<file path="src/rtl/myriadrf_pkg.sv">
// Shared constants for the MyriadRF receive path.
// Used by the RX interface, RX FIFO and DMA blocks.
package myriadrf_pkg;

    localparam int MYRIADRF_IQ_W     = 12;
    localparam int MYRIADRF_SAMPLE_W = 24;
    localparam int MYRIADRF_FIFO_AW  = 4;
    localparam int MYRIADRF_PKT_LEN  = 256;
    localparam int MYRIADRF_DROP_CW  = 16;

    // Counter width able to hold 0..n-1, never narrower than one bit
    function automatic int myriadrf_idx_w(input int n);
        return (n > 1) ? $clog2(n) : 1;
    endfunction

endpackage

</file>
<file path="src/rtl/myriadrf_sync_fifo.sv">
// Generic first-word-fall-through synchronous FIFO.
// Head entry is read combinationally; occupancy is tracked explicitly.
module myriadrf_sync_fifo #(
    parameter int W  = 25,
    parameter int AW = 4
) (
    input  logic          clk,
    input  logic          rst_n,
    input  logic          i_push,
    input  logic          i_pop,
    input  logic [W-1:0]  i_wdata,
    output logic [W-1:0]  o_rdata,
    output logic          o_empty,
    output logic          o_full,
    output logic [AW:0]   o_level
);

    localparam logic [AW:0] DEPTH = {1'b1, {AW{1'b0}}};

    logic [W-1:0]  r_mem [2**AW];
    logic [AW-1:0] r_wr_ptr;
    logic [AW-1:0] r_rd_ptr;
    logic [AW:0]   r_level;

    always_ff @(posedge clk) begin
        if (!rst_n) begin
            r_wr_ptr <= '0;
            r_rd_ptr <= '0;
            r_level  <= '0;
        end else begin
            if (i_push) r_wr_ptr <= r_wr_ptr + 1'b1;
            if (i_pop)  r_rd_ptr <= r_rd_ptr + 1'b1;
            case ({i_push, i_pop})
                2'b10:   r_level <= r_level + 1'b1;
                2'b01:   r_level <= r_level - 1'b1;
                default: r_level <= r_level;
            endcase
        end
    end

    // Storage needs no reset; occupancy alone decides what is valid
    always_ff @(posedge clk) begin
        if (i_push) r_mem[r_wr_ptr] <= i_wdata;
    end

    assign o_rdata = r_mem[r_rd_ptr];
    assign o_empty = (r_level == '0);
    assign o_full  = (r_level == DEPTH);
    assign o_level = r_level;

endmodule

</file>
<file path="src/rtl/myriadrf_rx_fifo.sv">
// RX sample buffer: accept/drop control, packet-end tagging and
// overflow statistics around a FWFT FIFO.
module myriadrf_rx_fifo
    import myriadrf_pkg::*;
#(
    parameter int DW      = MYRIADRF_SAMPLE_W,
    parameter int AW      = MYRIADRF_FIFO_AW,
    parameter int PKT_LEN = MYRIADRF_PKT_LEN,
    parameter int CW      = MYRIADRF_DROP_CW
) (
    input  logic          clk,
    input  logic          rst_n,
    input  logic          en_i,
    input  logic [DW-1:0] s_data_i,
    input  logic          s_valid_i,
    output logic [DW-1:0] m_data_o,
    output logic          m_last_o,
    output logic          m_valid_o,
    input  logic          m_ready_i,
    output logic          ovf_o,
    input  logic          ovf_clr_i,
    output logic [CW-1:0] drop_cnt_o,
    output logic [AW:0]   level_o
);

    localparam int IW = myriadrf_idx_w(PKT_LEN);
    localparam logic [IW-1:0] IDX_LAST = IW'(PKT_LEN - 1);

    logic [IW-1:0] r_pkt_idx;
    logic          r_ovf;
    logic [CW-1:0] r_drop_cnt;

    logic          w_push;
    logic          w_pop;
    logic          w_accept;
    logic          w_drop;
    logic          w_tag_last;
    logic          w_empty;
    logic          w_full;
    logic [DW:0]   w_rdata;

    assign w_push     = s_valid_i & en_i;
    assign w_pop      = ~w_empty & m_ready_i;
    // A full FIFO still takes a sample when the head leaves this cycle
    assign w_accept   = w_push & (~w_full | w_pop);
    assign w_drop     = w_push & ~w_accept;
    assign w_tag_last = (r_pkt_idx == IDX_LAST);

    myriadrf_sync_fifo #(
        .W  (DW + 1),
        .AW (AW)
    ) u_fifo (
        .clk     (clk),
        .rst_n   (rst_n),
        .i_push  (w_accept),
        .i_pop   (w_pop),
        .i_wdata ({w_tag_last, s_data_i}),
        .o_rdata (w_rdata),
        .o_empty (w_empty),
        .o_full  (w_full),
        .o_level (level_o)
    );

    always_ff @(posedge clk) begin
        if (!rst_n) begin
            r_pkt_idx <= '0;
        end else if (!en_i) begin
            r_pkt_idx <= '0;
        end else if (w_accept) begin
            r_pkt_idx <= w_tag_last ? '0 : r_pkt_idx + 1'b1;
        end
    end

    // A drop in the clearing cycle counts as the first of a new run
    always_ff @(posedge clk) begin
        if (!rst_n) begin
            r_ovf      <= 1'b0;
            r_drop_cnt <= '0;
        end else if (w_drop) begin
            r_ovf <= 1'b1;
            if (ovf_clr_i)
                r_drop_cnt <= CW'(1);
            else if (!(&r_drop_cnt))
                r_drop_cnt <= r_drop_cnt + CW'(1);
        end else if (ovf_clr_i) begin
            r_ovf      <= 1'b0;
            r_drop_cnt <= '0;
        end
    end

    assign m_valid_o  = ~w_empty;
    assign m_data_o   = w_rdata[DW-1:0];
    assign m_last_o   = w_rdata[DW] & ~w_empty;
    assign ovf_o      = r_ovf;
    assign drop_cnt_o = r_drop_cnt;

endmodule

</file>
<file path="config.mk">
export PLATFORM = sky130hd
export DESIGN_NAME = myriadrf_rx_fifo
export DESIGN_NICKNAME = d
export VERILOG_FILES = /design/src/rtl/myriadrf_pkg.sv /design/src/rtl/myriadrf_sync_fifo.sv /design/src/rtl/myriadrf_rx_fifo.sv
export SDC_FILE = /design/constraint.sdc
export NUM_CORES = 1
export LEC_CHECK = 0
export BUFFER_PORTS_ARGS = -buffer_cell sky130_fd_sc_hd__buf_2
export CAP_MARGIN = 5
export CORE_ASPECT_RATIO = 0.8
export CORE_MARGIN = 1
export CORE_UTILIZATION = 61
export DETAILED_ROUTE_END_ITERATION = 10
export PLACE_DENSITY = 0.82
export SETUP_SLACK_MARGIN = 0.3
export SLEW_MARGIN = 5
export SYNTH_ARGS = -nofsm -noshare
export SYNTH_HDL_FRONTEND = slang
export SYNTH_SLANG_ARGS = --single-unit
</file>
<file path="constraint.sdc">
create_clock -name clk -period 4.4 [get_ports clk]
set_input_delay 0.44 -clock clk [delete_from_list [all_inputs] [get_ports clk]]
set_output_delay 0.44 -clock clk [all_outputs]
set_load 0.03 [all_outputs]
</file>
; After elaboration in Yosys (flattened, before gate mapping)
; Memories as Yosys holds them, arrays and structs flattened. A register that Yosys moved wholly into a read port is not among the register bits.
; Index checks and enable logic that the tools add are counted.
[totals]
ff_bits = 38
latchBits = 0
mem_bits_rw = 400
romBits = 0
input_bits = 30
output_inout_bits = 48
elab_cells = 45
mem_count = 1
[op_classes]
addsub = 6
multipliers = 0
n_div = 0
n_lt_le_gt_ge = 0
n_eq_ne = 5
shifts = 0
n_mux = 12
bitwise_logic = 9
reduce_logical = 6
[mem_list]
columns = name, depth, word_bits, read_ports, rd_clocked_by_memory_dff, write_ports, line
row1 = u_fifo.r_mem, 16, 25, 1, 1, 1, myriadrf_sync_fifo.sv:20  ; logic [W-1:0] r_mem [2**AW];
[ops]
columns = cell, n
row1 = 2-to-1 mux 16 bit, 4
row2 = adder 16 x 1 -> 16 bit (second input constant), 1
row3 = AND reduction 16 bit, 1
row4 = one-hot mux 5 bit (2 select lines), 1
row5 = adder 4 x 1 -> 4 bit (second input constant), 2
row6 = adder 8 x 1 -> 8 bit (second input constant), 1
row7 = == test 8 bit (second input constant), 1
row8 = 2-to-1 mux 4 bit, 2
row9 = 2-to-1 mux 8 bit, 1
row10 = adder 5 x 1 -> 5 bit (second input constant), 1
row11 = bitwise AND 1 bit, 5
row12 = == test 5 bit (second input constant), 1
row13 = zero test 5 bit, 1
row14 = subtractor 5 x 1 -> 5 bit (second input constant), 1
row15 = 2-to-1 mux 1 bit, 4
row16 = AND reduction 2 bit, 2
row17 = nonzero test 2 bit, 2
row18 = NOT 1 bit, 3
row19 = == test 2 x 1 -> 1 bit (second input constant), 1
row20 = == test 2 bit (second input constant), 1
row21 = != test 2 bit (second input constant), 1
row22 = bitwise OR 1 bit, 1

; Depth between registers and ports, before layout
[logic_depth]
depth_word = 9
mapped_depth = 9
depth_no_buf = 9

; By module
; From an unflattened synthesis, not the netlist that was laid out.
[unflattened]
cells_unflattened = 872
area_unflattened_um2 = 17241.5
[modules_own_cells]
columns = module, n_inst, cells_per_inst, area_per_inst_um2, seq_area_each_um2
row1 = myriadrf_sync_fifo, 1, 724, 15956.6, 12351.8
row2 = myriadrf_rx_fifo, 1, 148, 1285.0, 500.5

; Worst setup path after synthesis
; OpenSTA, ideal clock, no wires.
[synth_path]
kind = reg2reg
startpoint = register u_fifo.r_level[0], in the netlist u_fifo.o_level[0]
endpoint = memory u_fifo.r_mem[0][0], enable pin
setup_time_ns = 0.438
t_arrival_ns = 3.220
required_ns = 3.962
slack_ns = 0.741
path_stages_with_launch = 6
n_path_buf = 1
synth_period_minus_slack_ns = 3.659
path_cell_list = dfxtp_1 nor4_4 a21oi_2 buf_2 nand2_1 nor3_1
[synth_between]
elab_chain_cells = 7
word_cells_on_any_way = 9
classes_between = 1 x eq/ne / 2 x mux / 5 x bitwise / 1 x reduce/logical
[synth_lines]
columns = item, line
row1 = "start, declared", myriadrf_sync_fifo.sv:23  ; logic [AW:0] r_level;
row2 = "start signal, assigned", myriadrf_sync_fifo.sv:34  ; 2'b10: r_level <= r_level + 1'b1;
row3 = "start signal, assigned", myriadrf_sync_fifo.sv:35  ; 2'b01: r_level <= r_level - 1'b1;
row4 = "start signal, assigned", myriadrf_sync_fifo.sv:36  ; default: r_level <= r_level;
row5 = zero test 5 bit, myriadrf_sync_fifo.sv:47  ; assign o_empty = (r_level == '0);
row6 = NOT 1 bit, myriadrf_rx_fifo.sv:43  ; assign w_pop = ~w_empty & m_ready_i;
row7 = bitwise AND 1 bit, myriadrf_rx_fifo.sv:43
row8 = bitwise OR 1 bit (*), myriadrf_rx_fifo.sv:45  ; assign w_accept = w_push & (~w_full | w_pop);
row9 = bitwise AND 1 bit (*), myriadrf_rx_fifo.sv:45
row10 = 2-to-1 mux 1 bit (*), myriadrf_sync_fifo.sv:43  ; if (i_push) r_mem[r_wr_ptr] <= i_wdata;
row11 = 2-to-1 mux 1 bit (implied by the code) (*), myriadrf_sync_fifo.sv:43
row12 = "end, declared", myriadrf_sync_fifo.sv:20
; Every way passes the cells marked *; elsewhere a longest branch is shown, timed or not.

==> impl_metrics.ini <==
[outcome]
status = completed

[place]
gp_congestion = 0.7452
hpwl_um = 17950
port_buffers = 77
place_area_sq_um = 18090

[sta]
fmax_ghz = 0.2986
worst_pin_slew_ns = 1.175
whs_ns = 0.2131
fin_tns_setup_ns = 0
slew_violations = 0
setup_viol = 0
period_minus_slack_ns = 3.349
fin_crit_sh_pct = 76.11
maxSlewHeadroom_pct = 21.45
rsz0062_at_grt = false
skew_ns = 0.01239
hold_violations = 0

[clocking]
post-cts-setup-buffer-count = 0
ctsHoldBuffers = 0
cts-buffers-inserted = 41
cts_resized = 0
cts.clk_slew.worst_paths_ns = 0.07
cts_tree = done
htree_num_levels = 2
root_buffer = clkbuf_16
clk_latency_ns = 0.53
clock_path_buffers = 3
cts.sinks = 442

[route]
wl_per_cell_um = 27.58
viasPerCell = 6.378
drc = 0
drtAntennaViolNets = 0
wirelength_um = 35940
firstDrtPassIters = 5
drtIter0Drc = 904
vias = 8310

[floorplanning]
fp.coreArea_sq_um = 27500
row_count = 54
start_util_pct = 62.54
dieArea_sq_um = 28870
die_x_um = 189.7
dieHeight_um = 152.2
num_io_pins = 78

[grt]
grt_first_pass_wirelength_um = 54070
track_usage_pct = 26.03
grt_overflow = 0
grt_pass1_vias = 8549
antenna_found_initial = 2
grt_max_degree = 53

[critical_path]
slowest_stage = dfxtp_4
cp_common_cell = mux4_2
rr_startpoint = u_fifo.o_level[0]
path_buf_inv = 2
path_cells = buf_12, mux4_2, mux4_2, buf_2
reg2reg_slack_ns = 1.64
r2r-end = u_fifo.o_level[4]
start_kind = flop
arrival_ns = 2.91
reg2reg_depth = 9
crit_fanout = 52
crit_type = reg2out
required_ns = 3.96
cpLargestDelayFamily = multiplexers
endpoint_kind = output port
critical_path.max_stage_delay_ns = 0.84

[hold_path]
min-delay-start = en_i
holdPathEnd = r_pkt_idx[1]
hold_path.class = in2reg
holdPathStages = 3

[finish]
fill_cells = 1580
num-nets-final = 947
fin_area_sq_um = 19370
area_growth_pct = 12.62
drive_gt1_share_pct = 32.41
final_util_pct = 70.43

[power_and_ir_drop]
power_leakage_nw = 6.056
powerDensity_nw_per_um2 = 524.4
ir_drop_mv = 0.3270

[logic_synthesis]
synth_seq_area_share_pct = 74.74
ys_seq_elements = 442
synthFlopType = edfxtp_1
yosys_warnings = 0
synthTopCellsByCount = edfxtp_1 (400), mux4_2 (125), dfxtp_1 (42), nor2_1 (33), nand2_1 (22)
synthDistinctLibCells = 52
synthArstFlopShare_pct = 0
synth_top_area_share_pct = 69.85
synthesis.area_sq_um = 17200
yosysMostFrequentCell = edfxtp_1
ys_top_cells_by_area = edfxtp_1 (70%), mux4_2 (16%), dfxtp_1 (4.9%), xnor2_1 (0.92%), ha_1 (0.73%)
synth_top_cell_by_area = edfxtp_1
syn_inst = 811
synth_area_per_cell_sq_um = 21.20
syn_nets = 852
synth_edf_count = 400

[flow_run]
cap_violations = 0
-- worst max path at each step --
stage,start,to,slack [ns],cells past startpoint
after global placement,flop,m_last_o,1.63,5
after floorplan,u_fifo.o_level[0],u_fifo.r_mem[0][0],0.74,5
after CTS,flop,m_data_o[9],1.02,4
after detailed placement,flop,m_last_o,1.60,5
final,flop,m_data_o[9],1.05,4
after global routing,flop,m_data_o[9],0.94,4
-- cell families after synthesis --
group / share of synthesized area [%]
AND/OR/NAND/NOR: 4.140
buffers and inverters: 1.259
multiplexers: 16.55
flip-flops: 74.74
XOR/XNOR: 1.222
AO/OA/AOI/OAI: 1.251
adder cells (fa/ha/maj): 0.8440
-- flip-flops by register name, indices dropped and copies added (netlist names), named ones only --
| register | cells |
|---|---|
| u_fifo.r_mem | 400 |
| u_fifo.o_level | 5 |
| ovf_o | 1 |
| u_fifo.r_rd_ptr | 4 |
| u_fifo.r_wr_ptr | 4 |
| drop_cnt_o | 16 |
| r_pkt_idx | 8 |
-- tightest hold or removal path, stage by stage --
cell	delay, ns
buf_2	0.11
nand2_1	0.09
nor2_1	0.05
-- metal layers --
layer / vias to the layer above / track usage, % / wire length [um]
met2: 390 / 42.23 / 18270
met5: - / 0 / 13
met1: 4313 / 36.78 / 14150
met4: 2 / 6.989 / 742
met3: 60 / 5.205 / 2763
li1: 3545 / - / -
-- cells in the final DEF, fill, tap and decap left out, types with 2 or more instances in the layout --
cell	synthesis	routed
nor4_4	2	2
a21boi_0	3	3
o31ai_1	2	2
clkbuf_8	0	3
xor2_1	6	6
nor4_1	5	5
inv_1	9	9
edfxtp_1	400	400
nand2b_1	6	6
buf_4	0	10
clkinv_1	0	6
nor3_2	1	5
mux4_2	125	125
a211oi_1	2	2
ha_1	10	10
clkinv_2	0	7
and2_1	10	10
nor3_1	9	5
nand4_1	10	10
o21ai_2	2	2
o21a_1	2	2
xnor2_1	18	18
mux2i_1	3	3
dfxtp_4	0	2
buf_2	14	77
o21ai_0	4	4
nor2_1	33	21
or3_1	2	2
nand3_1	9	9
and3_1	4	4
nor2_4	0	12
nand2_1	22	22
clkbuf_1	15	13
clkbuf_16	0	43
buf_12	0	2
o211ai_1	2	2
nor2b_1	5	5
dfxtp_1	42	39
a21oi_1	7	7
-- per-stage QoR --
stage / instances / power [mW] / setup WS, ns
6_report: 1303 / 10.16 / 1.051
5_1_grt: 1302 / 10.50 / 0.9360
4_1_cts: 1302 / 10.21 / 1.021
3_5_place_dp: 1227 / 6.871 / 1.604
3_3_place_gp: 1227 / 6.826 / 1.633
2_1_floorplan: 811 / 6.430 / 0.7414
-- cell type report --
type | instances | area [sq um] | share of cell area, %
sequential | 442 | 12860 | 66.41
timing repair buffer | 89 | 500.5 | 2.584
multi-input combinational | 322 | 4238 | 21.88
clock inverter | 16 | 105.1 | 0.5427
inverter | 10 | 37.54 | 0.1938
antenna | 1 | 2.502 | 0.01292
tap | 364 | 455.4 | 2.352
clock buffer | 59 | 1166 | 6.021
-- report_power, final --
part           switching, mW  total (mW)  internal [mW]
sequential             0.129        4.78           4.65
combinational           1.03        2.01          0.980
clock                   1.46        3.37           1.91
(Power assumes the default switching activity.)
